### src/rtl/sdram_arbiter_pkg.sv
// Shared types and memory-port widths for the SDRAM round-robin arbiter.
package sdram_arbiter_pkg;

    localparam int unsigned MEM_AW = 32;
    localparam int unsigned MEM_DW = 32;
    localparam int unsigned MEM_SW = 4;

    typedef enum logic {
        ST_IDLE,
        ST_BUSY
    } arb_state_e;

endpackage

### src/rtl/sdram_arb_rr.sv
// Combinational round-robin picker: one-hot grant of the first request at or after ptr.
module sdram_arb_rr #(
    parameter int unsigned NREQ  = 3,
    parameter int unsigned PTR_W = $clog2(NREQ)
) (
    input  logic [NREQ-1:0]  req,
    input  logic [PTR_W-1:0] ptr,
    output logic [NREQ-1:0]  gnt
);

    function automatic logic [PTR_W-1:0] wrap(input int unsigned v);
        return (v >= NREQ) ? PTR_W'(v - NREQ) : PTR_W'(v);
    endfunction

    logic [NREQ-1:0] rot;
    logic [NREQ-1:0] pick;
    logic            found;

    // Rotate so ptr sits at bit 0, take the lowest set bit, rotate back.
    always_comb begin
        rot   = '0;
        pick  = '0;
        gnt   = '0;
        found = 1'b0;
        for (int unsigned i = 0; i < NREQ; i++) begin
            rot[PTR_W'(i)] = req[wrap(i + 32'(ptr))];
        end
        for (int unsigned i = 0; i < NREQ; i++) begin
            if (rot[PTR_W'(i)] && !found) begin
                pick[PTR_W'(i)] = 1'b1;
                found           = 1'b1;
            end
        end
        for (int unsigned i = 0; i < NREQ; i++) begin
            gnt[wrap(i + 32'(ptr))] = pick[PTR_W'(i)];
        end
    end

endmodule

### src/rtl/sdram_arbiter.sv
// Round-robin arbiter sharing the sdramc valid/ready port among NREQ requesters, one transaction in flight.
// Optional performance counters are built when SDRAM_ARB_PERF_EN is defined.
module sdram_arbiter
    import sdram_arbiter_pkg::*;
#(
    parameter int unsigned NREQ   = 3,
    parameter int unsigned PERF_W = 32
) (
    input  logic                     clk,
    input  logic                     rst_n,
    input  logic [NREQ-1:0]          s_valid,
    output logic [NREQ-1:0]          s_ready,
    input  logic [NREQ*MEM_AW-1:0]   s_addr,
    input  logic [NREQ*MEM_DW-1:0]   s_wdata,
    input  logic [NREQ*MEM_SW-1:0]   s_wstrb,
    output logic [MEM_DW-1:0]        s_rdata,
    output logic                     m_valid,
    input  logic                     m_ready,
    output logic [MEM_AW-1:0]        m_addr,
    output logic [MEM_DW-1:0]        m_wdata,
    output logic [MEM_SW-1:0]        m_wstrb,
    input  logic [MEM_DW-1:0]        m_rdata
`ifdef SDRAM_ARB_PERF_EN
    ,
    input  logic                     perf_clr,
    output logic [NREQ*PERF_W-1:0]   perf_grant,
    output logic [PERF_W-1:0]        perf_wait
`endif
);

    localparam int unsigned PTR_W = $clog2(NREQ);

    if (NREQ < 2 || NREQ > 8 || PERF_W == 0) begin : g_bad_param
        $error("sdram_arbiter: NREQ must be 2..8 and PERF_W nonzero");
    end

    arb_state_e       state_q, state_d;
    logic [NREQ-1:0]  grant_q, grant_d, pick;
    logic [PTR_W-1:0] rr_ptr_q, rr_ptr_d, grant_idx;

    sdram_arb_rr #(
        .NREQ  (NREQ),
        .PTR_W (PTR_W)
    ) u_rr (
        .req (s_valid),
        .ptr (rr_ptr_q),
        .gnt (pick)
    );

    always_comb begin
        grant_idx = '0;
        for (int unsigned i = 0; i < NREQ; i++) begin
            if (grant_q[i]) grant_idx = PTR_W'(i);
        end
    end

    always_ff @(posedge clk or negedge rst_n) begin
        if (!rst_n) begin
            state_q  <= ST_IDLE;
            grant_q  <= '0;
            rr_ptr_q <= '0;
        end else begin
            state_q  <= state_d;
            grant_q  <= grant_d;
            rr_ptr_q <= rr_ptr_d;
        end
    end

    // grant_q is cleared on completion so the muxed outputs and s_ready stay quiet in IDLE.
    always_comb begin
        state_d  = state_q;
        grant_d  = grant_q;
        rr_ptr_d = rr_ptr_q;
        case (state_q)
            ST_IDLE: begin
                if (|s_valid) begin
                    state_d = ST_BUSY;
                    grant_d = pick;
                end
            end
            ST_BUSY: begin
                if (m_ready) begin
                    state_d  = ST_IDLE;
                    grant_d  = '0;
                    rr_ptr_d = (grant_idx == PTR_W'(NREQ - 1)) ? '0 : grant_idx + 1'b1;
                end
            end
            default: state_d = ST_IDLE;
        endcase
    end

    always_comb begin
        m_valid = (state_q == ST_BUSY);
        s_ready = (state_q == ST_BUSY) ? ({NREQ{m_ready}} & grant_q) : '0;
        s_rdata = m_rdata;
        m_addr  = '0;
        m_wdata = '0;
        m_wstrb = '0;
        for (int unsigned i = 0; i < NREQ; i++) begin
            m_addr  = m_addr  | (s_addr [MEM_AW*i +: MEM_AW] & {MEM_AW{grant_q[i]}});
            m_wdata = m_wdata | (s_wdata[MEM_DW*i +: MEM_DW] & {MEM_DW{grant_q[i]}});
            m_wstrb = m_wstrb | (s_wstrb[MEM_SW*i +: MEM_SW] & {MEM_SW{grant_q[i]}});
        end
    end

`ifdef SDRAM_ARB_PERF_EN
    logic [PERF_W-1:0] grant_cnt_q [NREQ];
    logic [PERF_W-1:0] wait_cnt_q;
    logic              waiting;

    assign waiting = |(s_valid & ~grant_q & ~s_ready);

    always_ff @(posedge clk or negedge rst_n) begin
        if (!rst_n) begin
            for (int unsigned k = 0; k < NREQ; k++) grant_cnt_q[k] <= '0;
            wait_cnt_q <= '0;
        end else if (perf_clr) begin
            for (int unsigned k = 0; k < NREQ; k++) grant_cnt_q[k] <= '0;
            wait_cnt_q <= '0;
        end else begin
            for (int unsigned k = 0; k < NREQ; k++) begin
                if (s_ready[k] && !(&grant_cnt_q[k])) grant_cnt_q[k] <= grant_cnt_q[k] + 1'b1;
            end
            if (waiting && !(&wait_cnt_q)) wait_cnt_q <= wait_cnt_q + 1'b1;
        end
    end

    always_comb begin
        perf_grant = '0;
        for (int unsigned k = 0; k < NREQ; k++) begin
            perf_grant[PERF_W*k +: PERF_W] = grant_cnt_q[k];
        end
    end

    assign perf_wait = wait_cnt_q;
`endif

endmodule

### config.mk
export PLATFORM = sky130hd
export DESIGN_NAME = sdram_arbiter
export DESIGN_NICKNAME = d
export VERILOG_FILES = /design/src/rtl/sdram_arbiter_pkg.sv /design/src/rtl/sdram_arb_rr.sv /design/src/rtl/sdram_arbiter.sv
export SDC_FILE = /design/constraint.sdc
export NUM_CORES = 1
export LEC_CHECK = 0
export CAP_MARGIN = 0
export CORE_AREA = 2 2 134 136
export DETAILED_ROUTE_END_ITERATION = 8
export DIE_AREA = 0 0 136 138
export PLACE_DENSITY_LB_ADDON = 0.3
export SLEW_MARGIN = 30
export SYNTH_ARGS = -nofsm -noshare
export SYNTH_HDL_FRONTEND = slang
export SYNTH_SLANG_ARGS = --single-unit
### constraint.sdc
create_clock -name clk -period 6.5 [get_ports clk]
set_input_delay 1.95 -clock clk [delete_from_list [all_inputs] [get_ports clk]]
set_output_delay 1.95 -clock clk [all_outputs]
set_load 0.01 [all_outputs]
Word level (Yosys, flattened, before mapping)
Index checks and enable logic that the tools add are counted.
{"block": "totals", "ff_bits": 6, "latchBits": 0, "ram_bits": 0, "romBits": 0, "in_bits": 242, "word_cells": 80, "mem_count": 0}
{"block": "op_classes", "n_addsub": 6, "multipliers": 0, "div_mod_pow": 0, "n_lt_le_gt_ge": 9, "n_eq_ne": 3, "shift": 0, "muxes": 31, "n_bitwise": 18, "n_reduce_logical": 10}
{"cell": "$and 32x32->32", "n": 6}
{"cell": "$or 32x32->32", "n": 4}
{"cell": "$mux 1", "n": 13}
{"cell": "$and 4x4->4", "n": 3}
{"cell": "$mux 2", "n": 5}
{"cell": "$lt 2x3->1 const B", "n": 3}
{"cell": "$mux 3", "n": 3}
{"cell": "$or 4x4->4", "n": 2}
{"cell": "$and 3x3->3", "n": 2}
{"cell": "$bmux 1 s2", "n": 3}
{"cell": "$bwmux 3", "n": 2}
{"cell": "$demux 1 s2", "n": 3}
{"cell": "$ge 2x1->1 const B", "n": 3}
{"cell": "$ge 3x2->1 const B", "n": 2}
{"cell": "$pmux 3 s2", "n": 1}
{"cell": "$sub 2x2->2 const B", "n": 3}
{"cell": "$logic_and 1x1->1", "n": 5}
{"cell": "$ne 2x2->1 const B", "n": 2}
{"cell": "$reduce_and 2->1", "n": 2}
{"cell": "$add 1x2->3 const A", "n": 1}
{"cell": "$add 2x2->3 const A", "n": 1}
{"cell": "$reduce_or 3->1", "n": 1}
{"cell": "$add 2x1->2 const B", "n": 1}
{"cell": "$eq 2x2->1 const B", "n": 1}
{"cell": "4 further kinds", "n": 5}

Logic depth before layout (Yosys ltp)
{"block": "logic_depth", "depth_word": 14, "depth_mapped": 8, "ltp_nobuf": 7}

Cells and area by module
A second synthesis with hierarchy kept.
{"block": "hier_totals", "hier_cells": 264, "hier_area_um2": 2014.4}
{"module": "sdram_arbiter", "instances": 1, "cells_per_inst": 219, "area_each_um2": 1670.4, "seq_area_each_um2": 150.1}
{"module": "sdram_arb_rr", "instances": 1, "cells_per_inst": 45, "area_each_um2": 344.1, "seq_area_each_um2": 0.0}

Worst setup path before layout
Ideal clock, no wire load.
{"block": "synth_path", "kind": "input -> output", "start": "input port s_addr[0]", "end": "output port m_addr[0]", "t_arrival_ns": 2.360, "slack_ns": 2.190, "stages": 2, "path_buffers": 0, "cell_sequence": "a222oi_1 > inv_1"}
{"block": "synth_via", "elab_chain_cells": 3}
{"item": "from (decl)", "line": "sdram_arbiter.sv:13", "rtl": "input logic [NREQ*MEM_AW-1:0] s_addr,"}
{"item": "$and 32x32->32", "line": "sdram_arbiter.sv:100", "rtl": "m_addr = m_addr | (s_addr [MEM_AW*i +: MEM_AW] & {MEM_AW{grant_q[i]}});"}
{"item": "$or 32x32->32 (2 in series)", "line": "sdram_arbiter.sv:100"}
{"item": "to (decl)", "line": "sdram_arbiter.sv:19", "rtl": "output logic [MEM_AW-1:0] m_addr,"}
Every way passes these cells.

Worst setup path after layout
{"block": "layout_path", "start": "input port s_wdata[2]", "end": "output port m_wdata[2]"}
{"block": "layout_via", "elab_chain_cells": 3}
{"item": "from (decl)", "line": "sdram_arbiter.sv:14", "rtl": "input logic [NREQ*MEM_DW-1:0] s_wdata,"}
{"item": "$and 32x32->32", "line": "sdram_arbiter.sv:101", "rtl": "m_wdata = m_wdata | (s_wdata[MEM_DW*i +: MEM_DW] & {MEM_DW{grant_q[i]}});"}
{"item": "$or 32x32->32 (2 in series)", "line": "sdram_arbiter.sv:101"}
{"item": "to (decl)", "line": "sdram_arbiter.sv:20", "rtl": "output logic [MEM_DW-1:0] m_wdata,"}
Every way passes these cells.

==> results_dict.tcl <==
set metrics [dict create \
    dr.first_iter.drc_count 395 \
    path_delay_family "buffers and inverters" \
    synth_area_um2 1840 \
    cp_max_fo 1 \
    placer_congestion 0.869 \
    multi_input_comb_area_um2 1050 \
    core_region_area_um2 17500 \
    critical_path.slowest_cell "sky130_fd_sc_hd__clkdlybuf4s50_1" \
    yosys.cell_types.count 35 \
    post_detailed_route_count_of_antenna_violating_nets 0 \
    syn_avg_cell_area_um2 7.08 \
    setup-tns-final_ps 0 \
    use_met2_pct 22.6 \
    leakagePower_uw 0.00212 \
    rsz0062_at_grt "no" \
    final.fill_count 1892 \
    synthesis.yosys.warnings 0 \
    postCtsResizedCells 0 \
    critical_path.max_stage_delay_ps 500 \
    run_status "finished, final reports clean" \
    totalWireLength_um 12200 \
    skew_ps 3.29 \
    syn-instance-count 260 \
    first_global_vias 3125 \
    critical_path.most_common_cell "sky130_fd_sc_hd__clkdlybuf4s50_1" \
    max-cap-violations 0 \
    vias 3086 \
    most_used_flip_flop_cell_after_synthesis "sky130_fd_sc_hd__dfrtp_1" \
    hold_violations 0 \
    top_level_ports 346 \
    postSynthRegisterBits 6 \
    detailedPlacementHpwl_um 9760 \
    die_h_um 138 \
    timing_worst_setup_path_type "in -> out" \
    fraction_of_final_layout_cells_with_drive_strength_greater_than_1_pct 2.46 \
    clkSinkCount 6 \
    final.period_utilization_pct 82.5 \
    tritoncts "yes" \
    hold_class "reg -> reg" \
    placement.cell_area_um2 4610 \
    min_delay_path_depth 2 \
    rows 49 \
    globalRoute.totalOverflow 0 \
    setup-violations-final 0 \
    timing.critical_path.cells "clkdlybuf4s50_1 > a222oi_1 > inv_1 > clkdlybuf4s50_1" \
    numPortBuffers 281 \
    post-route-drc-count 0 \
    drt-wirelength-per-cell_um 17.0 \
    clk_latency_ps 230 \
    final_design_area_no_fill_um2 4690 \
    timing_worst_slew_pin_value_ps 760 \
    clock_period_minus_worst_slack_ps 5360 \
    clk_pin_slew_worst_paths_ps 30 \
    cp.arrival_ps 3410 \
    critical_path.n_buffers_inverters 3 \
    worst-r2r-cell-count 7 \
    critPathLaunchType "input port" \
    antennaDiodeCount 0 \
    floorplan.die.width_um 136 \
    asyncSetResetFlopFracSynth_pct 100 \
    grt_util_all_layers_pct 11.8 \
    ir_drop_mv 0.0865 \
    layout.nets 734 \
    end_kind "primary output" \
    most_frequent_cells_in_the_layout "sky130_fd_sc_hd__clkdlybuf4s50_1 (281), sky130_fd_sc_hd__inv_1 (74), sky130_fd_sc_hd__a222oi_1 (68), sky130_fd_sc_hd__and3_1 (5)" \
    fmax_ghz 0.187 \
    cts.hold.buffers_added 0 \
    tritoncts.num_buffers 3 \
    sequential_cell_area_um2 154 \
    dieArea_um2 18800 \
    cp_num_cells 4 \
    area_growth_syn_to_layout_pct 154 \
    layout.cells.most_common "sky130_fd_sc_hd__clkdlybuf4s50_1" \
    grt_util_met1_pct 13.5 \
    top_usage_layer "met2" \
    required_ps 4550 \
    number_of_antenna_violations_at_the_first_check_in_global_routing 0 \
    synthesis.nets 506 \
    grt.met3_usage_pct 2.09 \
    cts.htree.levels 1 \
    synth_enable_flop_cells 0 \
    grt_pass1_wl_um 17600 \
    power-per-cell-area_nw_per_um2 208 \
    grt_start_max_net_pins 38 \
    r2r_setup_slack_ps 4250 \
    initial_utilization_pct 10.5 \
    maxSlewViolCount 0 \
    drt_pre_antenna_iters 8 \
    drt-vias-per-instance 4.31 \
    ctsRootBufferMaster "sky130_fd_sc_hd__clkbuf_16" \
    postCtsSetupBuffers 0 \
    utilization_pct 26.7 \
    worst_slew_margin_rel_pct 49.3 \
    synth-seq-area-share_pct 8.15 \
    clockBufferDepth 2 \
]
==> power breakdown <==
| group | internal, uW | switching [uW] |
|---|---|---|
| Clock | 81.5 | 22.8 |
| Combinational | 462 | 309 |
| Sequential | 45.0 | 53.0 |
==> cell type report <==
class / instances / share of cell area, %
repair buffers: 284 / 60.5
multi-input cells: 119 / 22.5
well taps: 229 / 6.11
inverters: 74 / 5.93
flip-flops and latches: 6 / 3.28
clock buffers: 4 / 1.68
==> path summary, 6_finish.rpt <==
| path | start | to |
|---|---|---|
| min in group asynchronous | rst_n | m_valid |
| hold / removal | rr_ptr_q[0] | rr_ptr_q[0] |
| hold reg to reg | rr_ptr_q[0] | rr_ptr_q[0] |
| max in group asynchronous | rst_n | grant_q[1] |
| setup / recovery | s_wdata[2] | m_wdata[2] |
| setup reg to reg | rr_ptr_q[0] | grant_q[0] |
==> layer usage <==
| metal | share of wire [%] | vias to the layer above |
|---|---|---|
| met4 | 1.6 | 0 |
| met3 | 9.0 | 20 |
| met2 | 52 | 213 |
| met1 | 38 | 1423 |
| met5 | 0 | - |
| li1 | - | 1430 |
==> state kept, by name, summed over array words and instances, names as in the netlist <==
name / count
rr_ptr_q: 2
m_valid: 1
grant_q: 3
==> logic make-up (layout without fill, tap and decap cells) <==
logic type | count (synthesis) | count (layout) | synth area share, %
flip-flops | 6 | 6 | 8.15
AO/OA/AOI/OAI | 86 | 86 | 44.2
multiplexers | 3 | 3 | 1.90
adder cells (fa/ha/maj) | 4 | 4 | 2.72
AND/OR/NAND/NOR | 26 | 26 | 8.42
buffers and inverters | 135 | 362 | 34.6
==> synth_stat cells, types with 2 or more instances <==
cell type                  count  area (um2)
sky130_fd_sc_hd__a21oi_1       2        10.0
sky130_fd_sc_hd__nor3_1        3        15.0
sky130_fd_sc_hd__clkbuf_1     25        93.8
sky130_fd_sc_hd__nand2_1       3        11.3
sky130_fd_sc_hd__dfrtp_1       6         150
sky130_fd_sc_hd__and3_1        5        31.3
sky130_fd_sc_hd__nor2b_1       2        12.5
sky130_fd_sc_hd__buf_2         2        10.0
sky130_fd_sc_hd__o21ai_0       4        20.0
sky130_fd_sc_hd__a222oi_1     68         681
sky130_fd_sc_hd__nand2b_1      2        12.5
sky130_fd_sc_hd__mux2i_1       2        20.0
sky130_fd_sc_hd__nor2_1        3        11.3
sky130_fd_sc_hd__buf_4        32         240
sky130_fd_sc_hd__inv_1        74         278
sky130_fd_sc_hd__nor4_1        2        12.5
sky130_fd_sc_hd__a211oi_1      2        15.0
sky130_fd_sc_hd__ha_1          4        50.1
sky130_fd_sc_hd__a221o_1       3        30.0
==> stage by stage <==
step                total power [uW]  std cells  hold WS, ps  setup WS, ps
global route                    1050        716          623          1070
floorplan                        435        260          497          2190
CTS                              988        716          548          1120
detailed placement               878        712          534          1120
global placement                 870        712          527          1120
finish                           973        716          546          1140
==> worst min-delay path, stage by stage (launching register included) <==
cell and delay, ps:
sky130_fd_sc_hd__dfrtp_1 380, sky130_fd_sc_hd__nand2_1 60, sky130_fd_sc_hd__o31ai_1 60
Power figures use the tool's default switching activity.
